==> src/rtl/rs_tag_allocator.sv <==
// Free-list controller for the ALU and load/store reservation stations.
// Each pool offers its lowest free entry to dispatch and reclaims entries on issue or flush.

module rs_tag_pool #(
    parameter int ENTRIES = 16,
    parameter int ROOT_W  = 4,
    parameter int CNT_W   = 5
) (
    input  logic              clk,
    input  logic              rst,
    input  logic              rdy,
    input  logic              flush,
    input  logic              alloc,
    input  logic              rel_en,
    input  logic [ROOT_W-1:0] rel_tag,
    output logic [ROOT_W-1:0] free_tag,
    output logic              full,
    output logic              grant,
    output logic [CNT_W-1:0]  cnt,
    output logic              rel_err
);

    logic [ENTRIES-1:0] busy_q, busy_d;
    logic [ENTRIES-1:0] set_oh, clr_oh;
    logic [CNT_W-1:0]   cnt_q, cnt_d;
    logic               rel_hit, rel_act, rel_ok, do_flush;

    // Scan downwards so the lowest free index wins; stays 0 when the pool is full.
    always_comb begin
        free_tag = '0;
        for (int i = ENTRIES - 1; i >= 0; i--) begin
            if (!busy_q[i]) free_tag = ROOT_W'(i);
        end
    end

    assign full     = &busy_q;
    assign grant    = rdy & alloc & ~full & ~flush;
    assign do_flush = rdy & flush;
    assign rel_act  = rdy & ~flush & rel_en;

    // An out-of-range root matches no entry, so it reads as not-busy and is flagged.
    always_comb begin
        set_oh  = '0;
        clr_oh  = '0;
        rel_hit = 1'b0;
        for (int i = 0; i < ENTRIES; i++) begin
            if (grant && free_tag == ROOT_W'(i)) set_oh[i] = 1'b1;
            if (rel_tag == ROOT_W'(i)) begin
                clr_oh[i] = 1'b1;
                rel_hit   = busy_q[i];
            end
        end
    end

    assign rel_ok  = rel_act & rel_hit;
    assign rel_err = rel_act & ~rel_hit;

    always_comb begin
        busy_d = busy_q;
        cnt_d  = cnt_q;
        if (do_flush) begin
            busy_d = '0;
            cnt_d  = '0;
        end else begin
            busy_d = (busy_q | set_oh) & ~(clr_oh & {ENTRIES{rel_ok}});
            cnt_d  = cnt_q + CNT_W'(grant) - CNT_W'(rel_ok);
        end
    end

    always_ff @(posedge clk) begin
        if (rst) begin
            busy_q <= '0;
            cnt_q  <= '0;
        end else begin
            busy_q <= busy_d;
            cnt_q  <= cnt_d;
        end
    end

    assign cnt = cnt_q;

endmodule

module rs_tag_allocator #(
    parameter int ALU_ENTRIES = 16,
    parameter int LS_ENTRIES  = 16,
    parameter int ROOT_W      = 4,
    parameter int CNT_W       = 5
) (
    input  logic              clk,
    input  logic              rst,
    input  logic              rdy,
    input  logic              flush,
    input  logic              alu_alloc,
    input  logic              ls_alloc,
    input  logic              alu_rel_en,
    input  logic [ROOT_W-1:0] alu_rel_tag,
    input  logic              ls_rel_en,
    input  logic [ROOT_W-1:0] ls_rel_tag,
    output logic [ROOT_W-1:0] alu_free_tag,
    output logic [ROOT_W-1:0] ls_free_tag,
    output logic              alu_full,
    output logic              ls_full,
    output logic              stall,
    output logic              alu_grant,
    output logic              ls_grant,
    output logic [CNT_W-1:0]  alu_cnt,
    output logic [CNT_W-1:0]  ls_cnt,
    output logic              err
);

    logic alu_rel_err, ls_rel_err;
    logic err_q, err_d;

    rs_tag_pool #(.ENTRIES(ALU_ENTRIES), .ROOT_W(ROOT_W), .CNT_W(CNT_W)) u_alu (
        .clk      (clk),
        .rst      (rst),
        .rdy      (rdy),
        .flush    (flush),
        .alloc    (alu_alloc),
        .rel_en   (alu_rel_en),
        .rel_tag  (alu_rel_tag),
        .free_tag (alu_free_tag),
        .full     (alu_full),
        .grant    (alu_grant),
        .cnt      (alu_cnt),
        .rel_err  (alu_rel_err)
    );

    rs_tag_pool #(.ENTRIES(LS_ENTRIES), .ROOT_W(ROOT_W), .CNT_W(CNT_W)) u_ls (
        .clk      (clk),
        .rst      (rst),
        .rdy      (rdy),
        .flush    (flush),
        .alloc    (ls_alloc),
        .rel_en   (ls_rel_en),
        .rel_tag  (ls_rel_tag),
        .free_tag (ls_free_tag),
        .full     (ls_full),
        .grant    (ls_grant),
        .cnt      (ls_cnt),
        .rel_err  (ls_rel_err)
    );

    // Sticky: only reset clears it, a flush does not.
    assign err_d = err_q | alu_rel_err | ls_rel_err;

    always_ff @(posedge clk) begin
        if (rst) err_q <= 1'b0;
        else     err_q <= err_d;
    end

    assign err   = err_q;
    assign stall = alu_full | ls_full;

endmodule

==> config.mk <==
export PLATFORM = sky130hd
export DESIGN_NAME = rs_tag_allocator
export DESIGN_NICKNAME = d
export VERILOG_FILES = /design/src/rtl/rs_tag_allocator.sv
export SDC_FILE = /design/constraint.sdc
export NUM_CORES = 1
export LEC_CHECK = 0
export ABC_AREA = 0
export CELL_PAD_IN_SITES_DETAIL_PLACEMENT = 1
export CELL_PAD_IN_SITES_GLOBAL_PLACEMENT = 1
export CORE_ASPECT_RATIO = 0.9
export CORE_MARGIN = 2
export CORE_UTILIZATION = 38
export CTS_BUF_LIST = sky130_fd_sc_hd__clkbuf_2
export DETAILED_ROUTE_END_ITERATION = 10
export PLACE_DENSITY_LB_ADDON = 0.1
export SLEW_MARGIN = 10
export SYNTH_ARGS = -nofsm -noshare
export SYNTH_HDL_FRONTEND = slang
export SYNTH_SLANG_ARGS = --single-unit
==> constraint.sdc <==
create_clock -name clk -period 3.2 [get_ports clk]
set_input_delay 0.32 -clock clk [delete_from_list [all_inputs] [get_ports clk]]
set_output_delay 0.32 -clock clk [all_outputs]
set_load 0.05 [all_outputs]
==> metrics.md, run 1 <==
| Metric | Value |
|---|---|
| # IOs | `40` |
| Hold Path Class | `primary input to register` |
| Post-CTS Setup Bufs | `0` |
| Fin crit share | `96.8%` |
| Initial core utilization | `39.8%` |
| Ys flop type | `dfxtp_1` |
| CP Capture Type | `primary output` |
| TritonCTS clock tree | `yes` |
| Number of synthesized flops with an enable pin | `0` |
| Maxcap violations | `0` |
| Routed WL | `about 11,000 um` |
| Final Hold Viols | `0` |
| Critical-path cell list | `nand4_2, or2_4, or3_2, inv_1, clkdlybuf4s50_1` |
| Worst Tran Pin Value | `roughly 0.65 ns` |
| RSZ-0062 raised after global routing | `false` |
| Hold_buf cts | `0` |
| Initial antenna violation count | `0` |
| Max incr delay on CP | `between 0.7 and 0.8 ns` |
| Core Rows | `30` |
| # diodes | `0` |
| Worst Path Required | `approximately 2.9 ns` |
| Clk Latency, worst-skew pair | `between 0.4 and 0.5 ns` |
| P_sw | `between 300 and 400 uW` |
| P per Cell Area | `about 280 nW/um2` |
| Pre-Repair DR Iteration Count | `5` |
| Final setup violating endpoints | `0` |
| Global placement routability congestion | `about 0.89` |
| Peak supply drop | `approximately 0.00017 V` |
| Crit-path max FO | `6` |
| Max_slew headroom | `56.0%` |
| GR Overflow Total | `0` |
| Nature of the critical path startpoint | `register` |
| Synthesized Nets | `409` |
| Internal power | `725 uW` |
| H-tree depth | `2` |
| Sequential power share | `between 50 and 60%` |
| Share of flip-flops with an asynchronous set or reset | `0%` |
| Crit-path slowest cell | `clkdlybuf4s50_1` |
| Core Region | `around 7700 um2` |
| Clk buf depth | `2` |
| Gr usage total | `about a quarter` |
| DRC viols | `0` |
| Clk pwr share | `approximately 23%` |
| Syn Inst Count | `approximately 380` |
| Max Slew Vio Count | `0` |
| Worst-path clk slew | `about 0.25 ns` |
| Kind of critical path | `register to primary output` |
| Via count | `approximately 3.3k` |
| Layout cells sized above 1 | `21.2%` |
| First-pass GRT wire length | `approximately 18,000 um` |
| Wire per inst | `~19 um` |
| Vias in the first global route | `3,236` |
| Number of synthesis warnings | `0` |
| Avg Synthesized Cell Area | `around 8.0 um2` |
| Sw Ratio | `between 30 and 40%` |
| # nets final | `just under 500` |
| WP data arrival | `~2.8 ns` |
| Comb power frac | `26.0%` |
| Die footprint | `about 9000 um2` |
| Netlist cell types | `slightly below 70` |
| Clk sinks | `43` |
| Syn Std Cell Area | `3050 um2` |
| Routed vias/inst | `roughly 5.9` |
| Peak Freq | `roughly 0.32 GHz` |
| Buffers on Ports | `39` |
| Outcome | `finished, final reports clean` |
| CTS Buf Count | `5` |
| DP HPWL | `8460 um` |
| Post-route worst setup slack | `approximately 0.10 ns` |
| DR iter-0 viols | `roughly 330` |
| Final Skew | `~0.028 ns` |
| Total power | `around 1.1 mW` |
| Die Ht | `approximately 89 um` |
| Die width | `between 90 and 100 um` |
| Synth Register Bits | `43` |
| DRT antenna net count | `0` |
| Largest net degree at the start of global routing | `33` |
| Fin crit period | `~3.1 ns` |
| Area grow syn2layout | `27.6%` |
| Place WS | `-0.478 ns` |
| LEAKAGE | `around 1.5 nW` |
| Clk root buf | `clkbuf_2` |
| Post-synthesis sequential area ratio | `between 20 and 30%` |
[path summary, 6_finish.rpt]
| path | start | endpoint | slack [ns] | cells after the start |
|---|---|---|---|---|
| setup / recovery | u_ls.busy_q[1]$_SDFF_PP0_ | ls_full | 0.10 | 5 |
| hold / removal | alu_rel_tag[1] | u_alu.busy_q[8]$_SDFF_PP0_ | 0.50 | 4 |
| setup reg to reg | u_ls.busy_q[1]$_SDFF_PP0_ | u_ls.cnt[4]$_SDFF_PP0_ | 0.16 | 12 |
| hold reg to reg | u_alu.busy_q[4]$_SDFF_PP0_ | u_alu.busy_q[4]$_SDFF_PP0_ | 0.59 | 2 |
[what timing repair did]
action | CTS | global route
resized for setup | 1 | 20
endpoints found under the hold margin | 0 | 0
setup endpoints to repair | 1 | 4
pin swaps | 0 | 1
[flip-flops by register name (all words and copies together) (netlist names)]
register and cells:
u_alu.cnt 5, u_alu.busy_q 16, u_ls.cnt 5, err 1, u_ls.busy_q 16
[placed cells by master, fill, tap and decap left out, types with 3 or more instances in the layout]
cell type / count
clkbuf_2: 6
a21oi_1: 28
a311oi_2: 3
dfxtp_2: 8
dlymetal6s2s_1: 5
o21ai_0: 11
inv_1: 34
nor2_1: 29
nand2_1: 26
nand4_1: 8
clkdlybuf4s50_1: 32
xor2_1: 4
a21o_1: 9
buf_4: 48
nor2b_1: 5
nor4_1: 3
a31oi_1: 14
or3_1: 4
and2_1: 9
dfxtp_1: 34
xnor2_1: 4
a311oi_1: 10
nand2b_1: 7
mux2i_1: 4
nor3_1: 13
a211oi_1: 11
nand3_1: 12
and4_1: 3
ha_1: 9
nor3b_1: 5
and3_1: 5
[metal layers]
layer | up-vias | global-route usage [%] | part of all wire (%)
met5 | - | 0 | 0
met4 | 0 | 3.74 | 0.77
met3 | 9 | 3.05 | 4.9
met2 | 100 | 38.9 | 43
met1 | 1609 | 39.4 | 52
li1 | 1560 | - | -
[synthesized netlist by cell type (5+ instances only)]
cell	number	area share, %
a31oi_1	15	3.1
ha_1	10	4.1
nand2b_1	7	1.4
nor2_1	29	3.6
a21oi_1	29	4.8
a21o_1	9	2.2
nor3b_1	5	1.2
nand3_1	12	2.0
nand2_1	26	3.2
nand4_1	8	1.6
nor3_1	13	2.1
nor2b_1	6	1.2
buf_2	8	1.3
inv_1	34	4.2
and3_1	5	1.0
dfxtp_1	43	28
a311oi_1	10	2.9
o21ai_0	12	2.0
and2_1	9	1.8
a211oi_1	11	2.7
[worst max-delay path: cells and delay by family, from the launching register on]
family / cells / cell delay (ns)
simple gates: 3 / 0.95
buf+inv: 2 / 0.86
flops: 1 / 0.55
[cells by family (layout without fill, tap and decap cells)]
kind of cell | count (synthesis) | in the layout | synth area share (%)
AOI/OAI and AO/OA | 114 | 114 | 27.1
DFF | 43 | 43 | 28.2
xor gates and xnor gates | 8 | 8 | 2.30
and+or+nand+nor | 147 | 147 | 26.8
adders and majority gates | 12 | 12 | 5.41
buffers and inverters | 51 | 128 | 7.38
muxes | 6 | 6 | 2.79
[final cells by class]
| class | count | area (um2) |
|---|---|---|
| repair buffers | 85 | 743 |
| flip-flops and latches | 43 | 875 |
| fillers | 956 | 3760 |
| multi-input cells | 287 | 1980 |
| inverters | 35 | 131 |
| clock inverters | 2 | 12.5 |
| clock buffers | 6 | 30.0 |
| well taps | 96 | 120 |
[power by group through the flow]
| stage | Sequential (mW) | Clock [mW] | Combinational, mW |
|---|---|---|---|
| 5_1_grt | 0.564 | 0.281 | 0.309 |
| 3_5_place_dp | 0.572 | 0 | 0.284 |
| 2_1_floorplan | 0.614 | 0 | 0.128 |
| 6_report | 0.562 | 0.256 | 0.288 |
| 3_3_place_gp | 0.572 | 0 | 0.278 |
| 4_1_cts | 0.563 | 0.261 | 0.285 |
[stage by stage]
step | cell area (um2) | utilization (%) | std cells | hold WS [ns] | setup TNS, ns
6_report | 3890 | 50.8 | 554 | 0.497 | 0
2_1_floorplan | 3050 | - | 381 | 0.429 | 0
4_1_cts | 3850 | 50.3 | 554 | 0.549 | 0
5_1_grt | 3890 | 50.8 | 554 | 0.546 | 0
3_3_place_gp | 3810 | 49.7 | 546 | 0.548 | -0.879
3_5_place_dp | 3810 | 49.7 | 546 | 0.562 | -1.38
No activity file was read; power rests on OpenSTA's default activity.
==> run 2, diff against run 1 <==
--- a/config.mk
+++ b/config.mk
@@ -12,6 +12,7 @@
 export CORE_MARGIN = 2
 export CORE_UTILIZATION = 38
 export CTS_BUF_LIST = sky130_fd_sc_hd__clkbuf_2
+export CTS_CLUSTER_SIZE = 25
 export DETAILED_ROUTE_END_ITERATION = 10
 export PLACE_DENSITY_LB_ADDON = 0.1
 export SLEW_MARGIN = 10
==> results of run 2 <==
The final DEF is identical to that of run 1; final timing and power are the same.
